$ cat config.mk
export PLATFORM = sky130hd
export DESIGN_NAME = tmcu_uart_rx_fifo
export DESIGN_NICKNAME = d
export VERILOG_FILES = /design/src/rtl/tmcu_uart_rx_fifo.sv
export SDC_FILE = /design/constraint.sdc
export NUM_CORES = 1
export LEC_CHECK = 0
export CORE_UTILIZATION = 54
export CTS_CLUSTER_DIAMETER = 100
export DETAILED_ROUTE_END_ITERATION = 16
export GPL_ROUTABILITY_DRIVEN = 0
export PLACE_DENSITY = 0.75
export SKIP_CTS_REPAIR_TIMING = 1
export SYNTH_ARGS = -nofsm -noshare
export SYNTH_HDL_FRONTEND = slang
export SYNTH_SLANG_ARGS = --single-unit
$ cat constraint.sdc
create_clock -name clk -period 2.2 [get_ports clk]
set_input_delay 0.22 -clock clk [delete_from_list [all_inputs] [get_ports clk]]
set_output_delay 0.22 -clock clk [all_outputs]
set_load 0.1 [all_outputs]
$ cat src/rtl/tmcu_uart_rx_fifo.sv
`timescale 1ns/1ps
// tmcu_uart_rx_fifo: 16x oversampled UART receiver with majority vote,
// framing/break detection and a show-ahead receive FIFO.
module tmcu_uart_rx_fifo #(
  parameter int CLK_FREQ   = 25000000,
  parameter int BAUD_RATE  = 115200,
  parameter int FIFO_DEPTH = 8
) (
  input  logic                              clk,
  input  logic                              rst_n,
  input  logic                              rx,
  input  logic                              rd_en,
  output logic [7:0]                        rd_data,
  output logic                              rd_valid,
  output logic [$clog2(FIFO_DEPTH+1)-1:0]   fifo_count,
  input  logic                              clear_err,
  output logic                              overrun,
  output logic                              frame_err,
  output logic                              break_det
);

  localparam int OS_DIV =
    (CLK_FREQ + 8 * BAUD_RATE) / (16 * BAUD_RATE);
  localparam int DW = (OS_DIV > 1) ? $clog2(OS_DIV) : 1;
  localparam int AW = $clog2(FIFO_DEPTH);
  localparam int CW = $clog2(FIFO_DEPTH + 1);

  typedef enum logic [2:0] {
    IDLE, START, DATA, STOP, IDLE_WAIT
  } state_e;

  state_e         state_q, state_d;
  logic           rx_m_q, rx_s_q, prev_q, arm_q;
  logic [1:0]     vld_q;
  logic [DW-1:0]  div_q, div_d;
  logic [3:0]     s_q, s_d;
  logic [2:0]     bit_q, bit_d;
  logic [1:0]     v_q, v_d;
  logic [7:0]     sh_q, sh_d;
  logic           push_q, push_d;
  logic           fe_set, brk_set;
  logic           os_tick, maj;

  logic [7:0]     mem_q [FIFO_DEPTH];
  logic [AW-1:0]  wr_q, rd_q;
  logic [CW-1:0]  cnt_q, cnt_d;
  logic           full, empty, pop, push_ok, ovr_set;
  logic           ovr_q, fe_q, brk_q;

  // arm_q keeps a line that is already low out of reset from
  // looking like a start edge: the real line must be seen high first.
  always_ff @(posedge clk) begin
    if (!rst_n) begin
      rx_m_q <= 1'b1;
      rx_s_q <= 1'b1;
      prev_q <= 1'b1;
      vld_q  <= 2'b00;
      arm_q  <= 1'b0;
    end else begin
      rx_m_q <= rx;
      rx_s_q <= rx_m_q;
      prev_q <= rx_s_q;
      vld_q  <= {vld_q[0], 1'b1};
      if (vld_q[1] && rx_s_q) arm_q <= 1'b1;
    end
  end

  assign os_tick = (div_q == DW'(OS_DIV - 1));
  assign maj = (v_q[0] & v_q[1]) | (v_q[0] & rx_s_q) |
               (v_q[1] & rx_s_q);

  always_comb begin
    state_d = state_q;
    div_d   = '0;
    s_d     = s_q;
    bit_d   = bit_q;
    v_d     = v_q;
    sh_d    = sh_q;
    push_d  = 1'b0;
    fe_set  = 1'b0;
    brk_set = 1'b0;
    if (state_q != IDLE) begin
      div_d = os_tick ? '0 : div_q + DW'(1);
    end
    unique case (state_q)
      IDLE: begin
        if (arm_q && prev_q && !rx_s_q) begin
          state_d = START;
          s_d     = 4'd0;
        end
      end
      START, DATA, STOP: begin
        if (os_tick) begin
          s_d = s_q + 4'd1;
          if (s_q == 4'd7) v_d[0] = rx_s_q;
          if (s_q == 4'd8) v_d[1] = rx_s_q;
          if (s_q == 4'd9) begin
            if (state_q == START && maj) begin
              state_d = IDLE;
            end
            if (state_q == DATA) begin
              sh_d = {maj, sh_q[7:1]};
            end
            if (state_q == STOP) begin
              if (maj) begin
                push_d  = 1'b1;
                state_d = IDLE;
              end else begin
                fe_set  = 1'b1;
                brk_set = (sh_q == 8'h00);
                state_d = IDLE_WAIT;
              end
            end
          end
          if (s_q == 4'd15) begin
            if (state_q == START) begin
              state_d = DATA;
              bit_d   = 3'd0;
            end else if (state_q == DATA) begin
              if (bit_q == 3'd7) state_d = STOP;
              else bit_d = bit_q + 3'd1;
            end
          end
        end
      end
      IDLE_WAIT: begin
        if (rx_s_q) state_d = IDLE;
      end
      default: state_d = IDLE;
    endcase
  end

  always_ff @(posedge clk) begin
    if (!rst_n) begin
      state_q <= IDLE;
      div_q   <= '0;
      s_q     <= 4'd0;
      bit_q   <= 3'd0;
      v_q     <= 2'b11;
      sh_q    <= 8'h00;
      push_q  <= 1'b0;
    end else begin
      state_q <= state_d;
      div_q   <= div_d;
      s_q     <= s_d;
      bit_q   <= bit_d;
      v_q     <= v_d;
      sh_q    <= sh_d;
      push_q  <= push_d;
    end
  end

  assign full    = (cnt_q == CW'(FIFO_DEPTH));
  assign empty   = (cnt_q == '0);
  assign pop     = rd_en & ~empty;
  assign push_ok = push_q & (~full | pop);
  assign ovr_set = push_q & full & ~pop;

  always_comb begin
    cnt_d = cnt_q;
    if (push_ok && !pop) cnt_d = cnt_q + CW'(1);
    if (pop && !push_ok) cnt_d = cnt_q - CW'(1);
  end

  always_ff @(posedge clk) begin
    if (rst_n && push_ok) mem_q[wr_q] <= sh_q;
  end

  // Sticky flags: a set in the same cycle as clear_err wins.
  always_ff @(posedge clk) begin
    if (!rst_n) begin
      wr_q  <= '0;
      rd_q  <= '0;
      cnt_q <= '0;
      ovr_q <= 1'b0;
      fe_q  <= 1'b0;
      brk_q <= 1'b0;
    end else begin
      if (push_ok) wr_q <= wr_q + AW'(1);
      if (pop) rd_q <= rd_q + AW'(1);
      cnt_q <= cnt_d;
      ovr_q <= ovr_set | (ovr_q & ~clear_err);
      fe_q  <= fe_set | (fe_q & ~clear_err);
      brk_q <= brk_set | (brk_q & ~clear_err);
    end
  end

  assign rd_data    = mem_q[rd_q];
  assign rd_valid   = ~empty;
  assign fifo_count = cnt_q;
  assign overrun    = ovr_q;
  assign frame_err  = fe_q;
  assign break_det  = brk_q;

endmodule
* Word-level counts from Yosys, hierarchy flattened
Memories as Yosys holds them, arrays and structs flattened. A register that Yosys moved wholly into a read port is not among the register bits.
Cells that the tools add are included.
** Cells by class
- Add/sub/neg operators :: 7
- Eq/ne operators :: 15
- Mux-type cells :: 36
- Bitwise logic cells :: 22
- Reductions and logical operators :: 26
** Operator list (number)
- $mux W3 :: 16
- $eq A4 B4 Y1 const B :: 5
- $mux W4 :: 4
- $mux W1 :: 14
- $add A4 B1 Y4 const B :: 3
- $reduce_and A3 Y1 :: 4
- $and A1 B1 Y1 :: 10
- $reduce_and A5 Y1 :: 2
- $add A3 B1 Y3 const B :: 3
- $pmux W3 S3 :: 1
- $logic_not A8 Y1 :: 1
- $ne A2 B2 Y1 const B :: 4
- $pmux W4 S2 :: 1
- $logic_and A1 B1 Y1 :: 7
- $eq A3 B2 Y1 const B :: 2
- $eq A3 B3 Y1 const B :: 2
- $not A1 Y1 :: 6
- $or A1 B1 Y1 :: 6
- $reduce_bool A2 Y1 :: 3
- $reduce_or A3 Y1 :: 2
- $eq A4 B3 Y1 const B :: 1
- $logic_not A4 Y1 :: 1
- $reduce_and A4 Y1 :: 1
- $sub A4 B1 Y4 const B :: 1
- other kinds (4) :: 6
** Storage, ports and cells
- Bits in registers :: 44
- Bits in writable memories :: 64
- Output and inout bits :: 16
- Memories kept :: 1
** Memory list
- mem_q :: words 8, width 8, rd ports 1, clocked after Yosys merged registers in 1, wr ports 1, line 44 : logic [7:0] mem_q [FIFO_DEPTH];

* Longest topological paths before layout
- Depth after elaboration :: 13
- Gate-level depth with buffers :: 9

* Worst setup path before layout
OpenSTA, ideal clock, no wires.
- Path type :: reg2reg
- Start point :: register cnt_q[0], in the netlist fifo_count[0]
- End point :: register cnt_q[3], in the netlist fifo_count[3]
- Setup time :: 0.072 ns
- Data arrival time :: 3.353 ns
- Required time :: 2.128 ns
- Setup slack :: -1.225 ns
- Cell stages (with the launch flop) :: 10
- Path buffers :: 0
- Cell sequence :: dfxtp_1 -> or4_1 -> nand2_1 -> inv_1 -> ha_1 -> ha_1 -> a21o_1 -> a21oi_1 -> mux2i_1 -> mux2i_1
** On the way
- Cells in the longest elaborated chain, start to end :: 8
** RTL lines
- start, declared :: line 46 : logic [CW-1:0] cnt_q, cnt_d;
- start signal, assigned :: line 181 : cnt_q <= cnt_d;
- $logic_not A4 Y1 (*) :: line 154 : assign empty = (cnt_q == '0);
- $not A1 Y1 (*)
- via rd_valid :: line 14 : output logic rd_valid,
- $and A1 B1 Y1 (*) :: line 155 : assign pop = rd_en & ~empty;
- via pop :: line 47 : logic full, empty, pop, push_ok, ovr_set;
- $or A1 B1 Y1 :: line 156 : assign push_ok = push_q & (~full | pop);
- $and A1 B1 Y1 :: line 156
- $logic_not A1 Y1 :: line 162 : if (pop && !push_ok) cnt_d = cnt_q - CW'(1);
- $logic_and A1 B1 Y1 :: line 162
- $mux W4 / $reduce_bool A2 Y1 (equally long branches)
The timed path passes the listed nets; every way through them passes the cells marked *. The select of a mux whose other input is x is not followed.
A chain may end at the register's enable or synchronous reset.

* Worst setup path after layout
- Start point :: register cnt_q[3], in the netlist fifo_count[3]
- End point :: register cnt_q[3], in the netlist fifo_count[3]
** On the way
- Cells in the longest elaborated chain, start to end :: 8
** RTL lines (line)
- $logic_not A4 Y1 (*) :: 154
- $not A1 Y1 (*) :: 155
- $and A1 B1 Y1 (*) :: 155
- via pop :: 47
- $or A1 B1 Y1 :: 156
- $and A1 B1 Y1 :: 156
- $logic_not A1 Y1 :: 162
- $logic_and A1 B1 Y1 :: 162
- $mux W4 / $reduce_bool A2 Y1 (equally long branches)
Marked as above.

==> flow_summary.yaml <==
run_status:
  status: "finished with violations"
  violations: "setup timing"
finish:
  antenna_cells: 0
  instances_no_fill: 498
  fin_util_pct: 66.2
  nNetsFinal: 406
  areaGrowthSynthToFinish_pct: 17.9
  drive_above_1_share_pct: 27.2
  fillers: 608
power_and_ir_drop:
  comb_power_share_pct: 1.5
  power.internal_mw: 2.62
  ir_drop_mv: 0.409
  clockPowerShare_pct: 33.1
  power_frac_seq_pct: 65.4
  p_sw_mw: 0.707
  leakage_nw: 1.91
  switching_share_pct: 21.3
  power_density_mw_per_mm2: 608
yosys:
  ys_warn_count: 0
  postSynthCellCount: 343
  yosysMostFrequentCell: "edfxtp_1"
  muxShareOfSynthArea_pct: 12.5
  synthFlopType: "edfxtp_1"
  synth_top_cell_area_share_pct: 41.4
  synthSimpleGateAreaFrac_pct: 13.3
  ys_top_cells_by_area: "edfxtp_1, dfxtp_1, mux4_2, ha_1, mux2i_1"
  synth_nets: 361
  synth_compound_area_share_pct: 4.34
  ys_types: 48
  synth_top_family_by_area: "simple AND/OR/NAND/NOR gates"
  synth_edf_count: 64
  ys_ff_latch: 111
  synthTopCellsByCount: "edfxtp_1, dfxtp_1, nand2_1, mux4_2, nor2_1"
  synth.avg_cell_area_um2: 13.5
  async_flop_share_pct: 0
  synth-adder-area-share_pct: 3.89
  synth_top_cell_by_area: "edfxtp_1"
  seq_area_frac_synth_pct: 61.7
  synth-xor-area-share_pct: 1.70
  synthesis.area_mm2: 0.00464
setup_path:
  crit_type: "flop to flop"
  cp.depth: 9
  critPathMaxStageDelay_ps: 560
  crit_buf_inv: 1
  crit_required_ps: 2480
  endpoint: "fifo_count[3]$_SDFFE_PN0P_"
  r2r_setup_slack_ps: -110
  slowest_stage: "or4_4"
  cp.arrival_ps: 2600
  crit_chain: "or4_4 > nand2_4 > inv_2 > ha_4 > ha_4 > a21o_1 > a21oi_2 > mux2i_1 > mux2i_1"
  reg2reg_from: "fifo_count[3]$_SDFFE_PN0P_"
  cp_max_fo: 3
  end_kind: "flop"
  rr_worst_depth: 9
  reg2reg_to: "fifo_count[3]$_SDFFE_PN0P_"
  start_kind: "flop"
  startpoint: "fifo_count[3]$_SDFFE_PN0P_"
  crit_family: "simple AND/OR/NAND/NOR gates"
timing:
  finalHoldViolCount: 0
  worstMarginPinSlew_ps: 483
  finalMaxSlewViolations: 0
  finalCritPeriodShare_pct: 105
  relSlewSlack_pct: 67.8
  layout_min_cycle_time_ps: 2310
  rsz0062_at_grt: "yes"
  fmax_mhz: 432
  setup_viol: 1
  fin_worst_skew_ps: 9.92
  fin_ws_ps: -113
drt:
  drt_iter0_markers: 130
  wl_met3_um: 271
  ant_nets: 0
  wl_per_cell_um: 16.0
  route.met2.wl_um: 4120
  highest_layer: "met4"
  wirelength_um: 7980
  vias: 2744
  remaining_drc_errors: 0
  met1Wirelength_um: 3510
  firstDrtPassIters: 4
  viasPerCell: 5.51
floorplanning:
  die_h_um: 94.7
  die_x_um: 94.7
  die-area_mm2: 0.00896
  ios: 21
  placeableCoreArea_mm2: 0.00826
  initial_utilization_pct: 56.2
  fp-row-count: 33
placed_design:
  dp_hpwl_um: 5370
  post-place-cells: 478
  port_buffers: 20
job:
  cap_violations: 0
clock_tree:
  clock_latency_ps: 370
  cts_tree: "yes"
  cts_buffers: 9
  clock_path_buffers: 2
  h-tree-depth: 3
  root_buffer: "clkbuf_8"
  path_clk_slew_ps: 100
  cts_sinks: 111
hold_path:
  min_path_type: "flop to flop"
  hold_path_depth: 1
global_route:
  overflow: 0
  antenna_found_initial: 0
  grt_max_degree: 20
  grt.total_usage_pct: 19.7
  grt_pass1_wl_um: 13100
  grt_pass1_vias: 2709
## cells by family after synthesis
group,count (synthesis)
DFF,111
xor gates and xnor gates,9
adders and majority gates,14
and+or+nand+nor,114
AOI/OAI and AO/OA,29
buffers and inverters,29
muxes,37
## area by class of cell
class                      count  area, um2  share of cell area (%)
tap                          105        131                    2.40
sequential                   111       2880                    52.7
clock buffer                  10        128                    2.33
multi-input combinational    203       1710                    31.3
clock inverter                 6       46.3                   0.847
timing repair buffer          51        523                    9.57
inverter                      12       47.5                   0.870
## through the flow
| step | setup slack [ps] | total power [mW] | instance area, um2 | TNS, ps | hold slack (ps) |
|---|---|---|---|---|---|
| 2_1_floorplan | -301 | 2.25 | 4690 | -520 | 248 |
| 3_3_place_gp | -34.2 | 2.27 | 5230 | -34.2 | 390 |
| 3_5_place_dp | -174 | 2.27 | 5230 | -178 | 392 |
| 4_1_cts | -138 | 3.36 | 5400 | -138 | 402 |
| 5_1_grt | -198 | 3.44 | 5470 | -206 | 411 |
| 6_report | -113 | 3.32 | 5470 | -113 | 413 |
## cell usage in the layout (no fill, tap or decap), drive strengths merged, types with 7 or more instances in the layout
cell    synthesis  final
and2           10     10
buf             5     46
clkbuf         12     11
dfxtp          47     47
edfxtp         64     64
ha             12     12
inv            12     14
mux2            8      8
mux2i          13     13
mux4           16     16
nand2          26     26
nand2b         10     10
nand3          11     11
nor2           15     15
nor2b          11     11
nor3           11     11
o21ai           7      7
xnor2           7      7
## layer usage
layer  global-route usage, %  vias to the layer above
met1                    24.0                     1332
li1                        -                     1350
met5                       0                        -
met4                    6.44                        0
met2                    34.6                       53
met3                    4.11                        9
## power groups by stage
stage | registers (mW) | clock network, mW | logic [mW]
floorplan | 2.22 | 0 | 0.0298
global placement | 2.22 | 0 | 0.0485
detailed placement | 2.22 | 0 | 0.0497
CTS | 2.17 | 1.13 | 0.0500
global route | 2.17 | 1.21 | 0.0553
finish | 2.17 | 1.10 | 0.0496
## worst min-delay path by stage
stage                            from                end  slack, ps
finish              rx_m_q$_SDFF_PN1_  rx_s_q$_SDFF_PN1_        410
CTS                                rx  rx_m_q$_SDFF_PN1_        400
global placement    rx_m_q$_SDFF_PN1_  rx_s_q$_SDFF_PN1_        390
detailed placement  rx_m_q$_SDFF_PN1_  rx_s_q$_SDFF_PN1_        390
floorplan                       rst_n   vld_q[0]$_DFF_P_        250
global route                       rx  rx_m_q$_SDFF_PN1_        410
## flip-flops by register name, indices dropped and copies added (netlist names), named ones only
register	count
mem_q	64
sh_q	8
div_q	4
fifo_count	4
s_q	4
bit_q	3
rd_q	3
state_q	3
wr_q	3
v_q	2
vld_q	2
arm_q	1
break_det	1
frame_err	1
overrun	1
prev_q	1
push_q	1
rx_m_q	1
rx_s_q	1
Power figures use the tool's default switching activity.
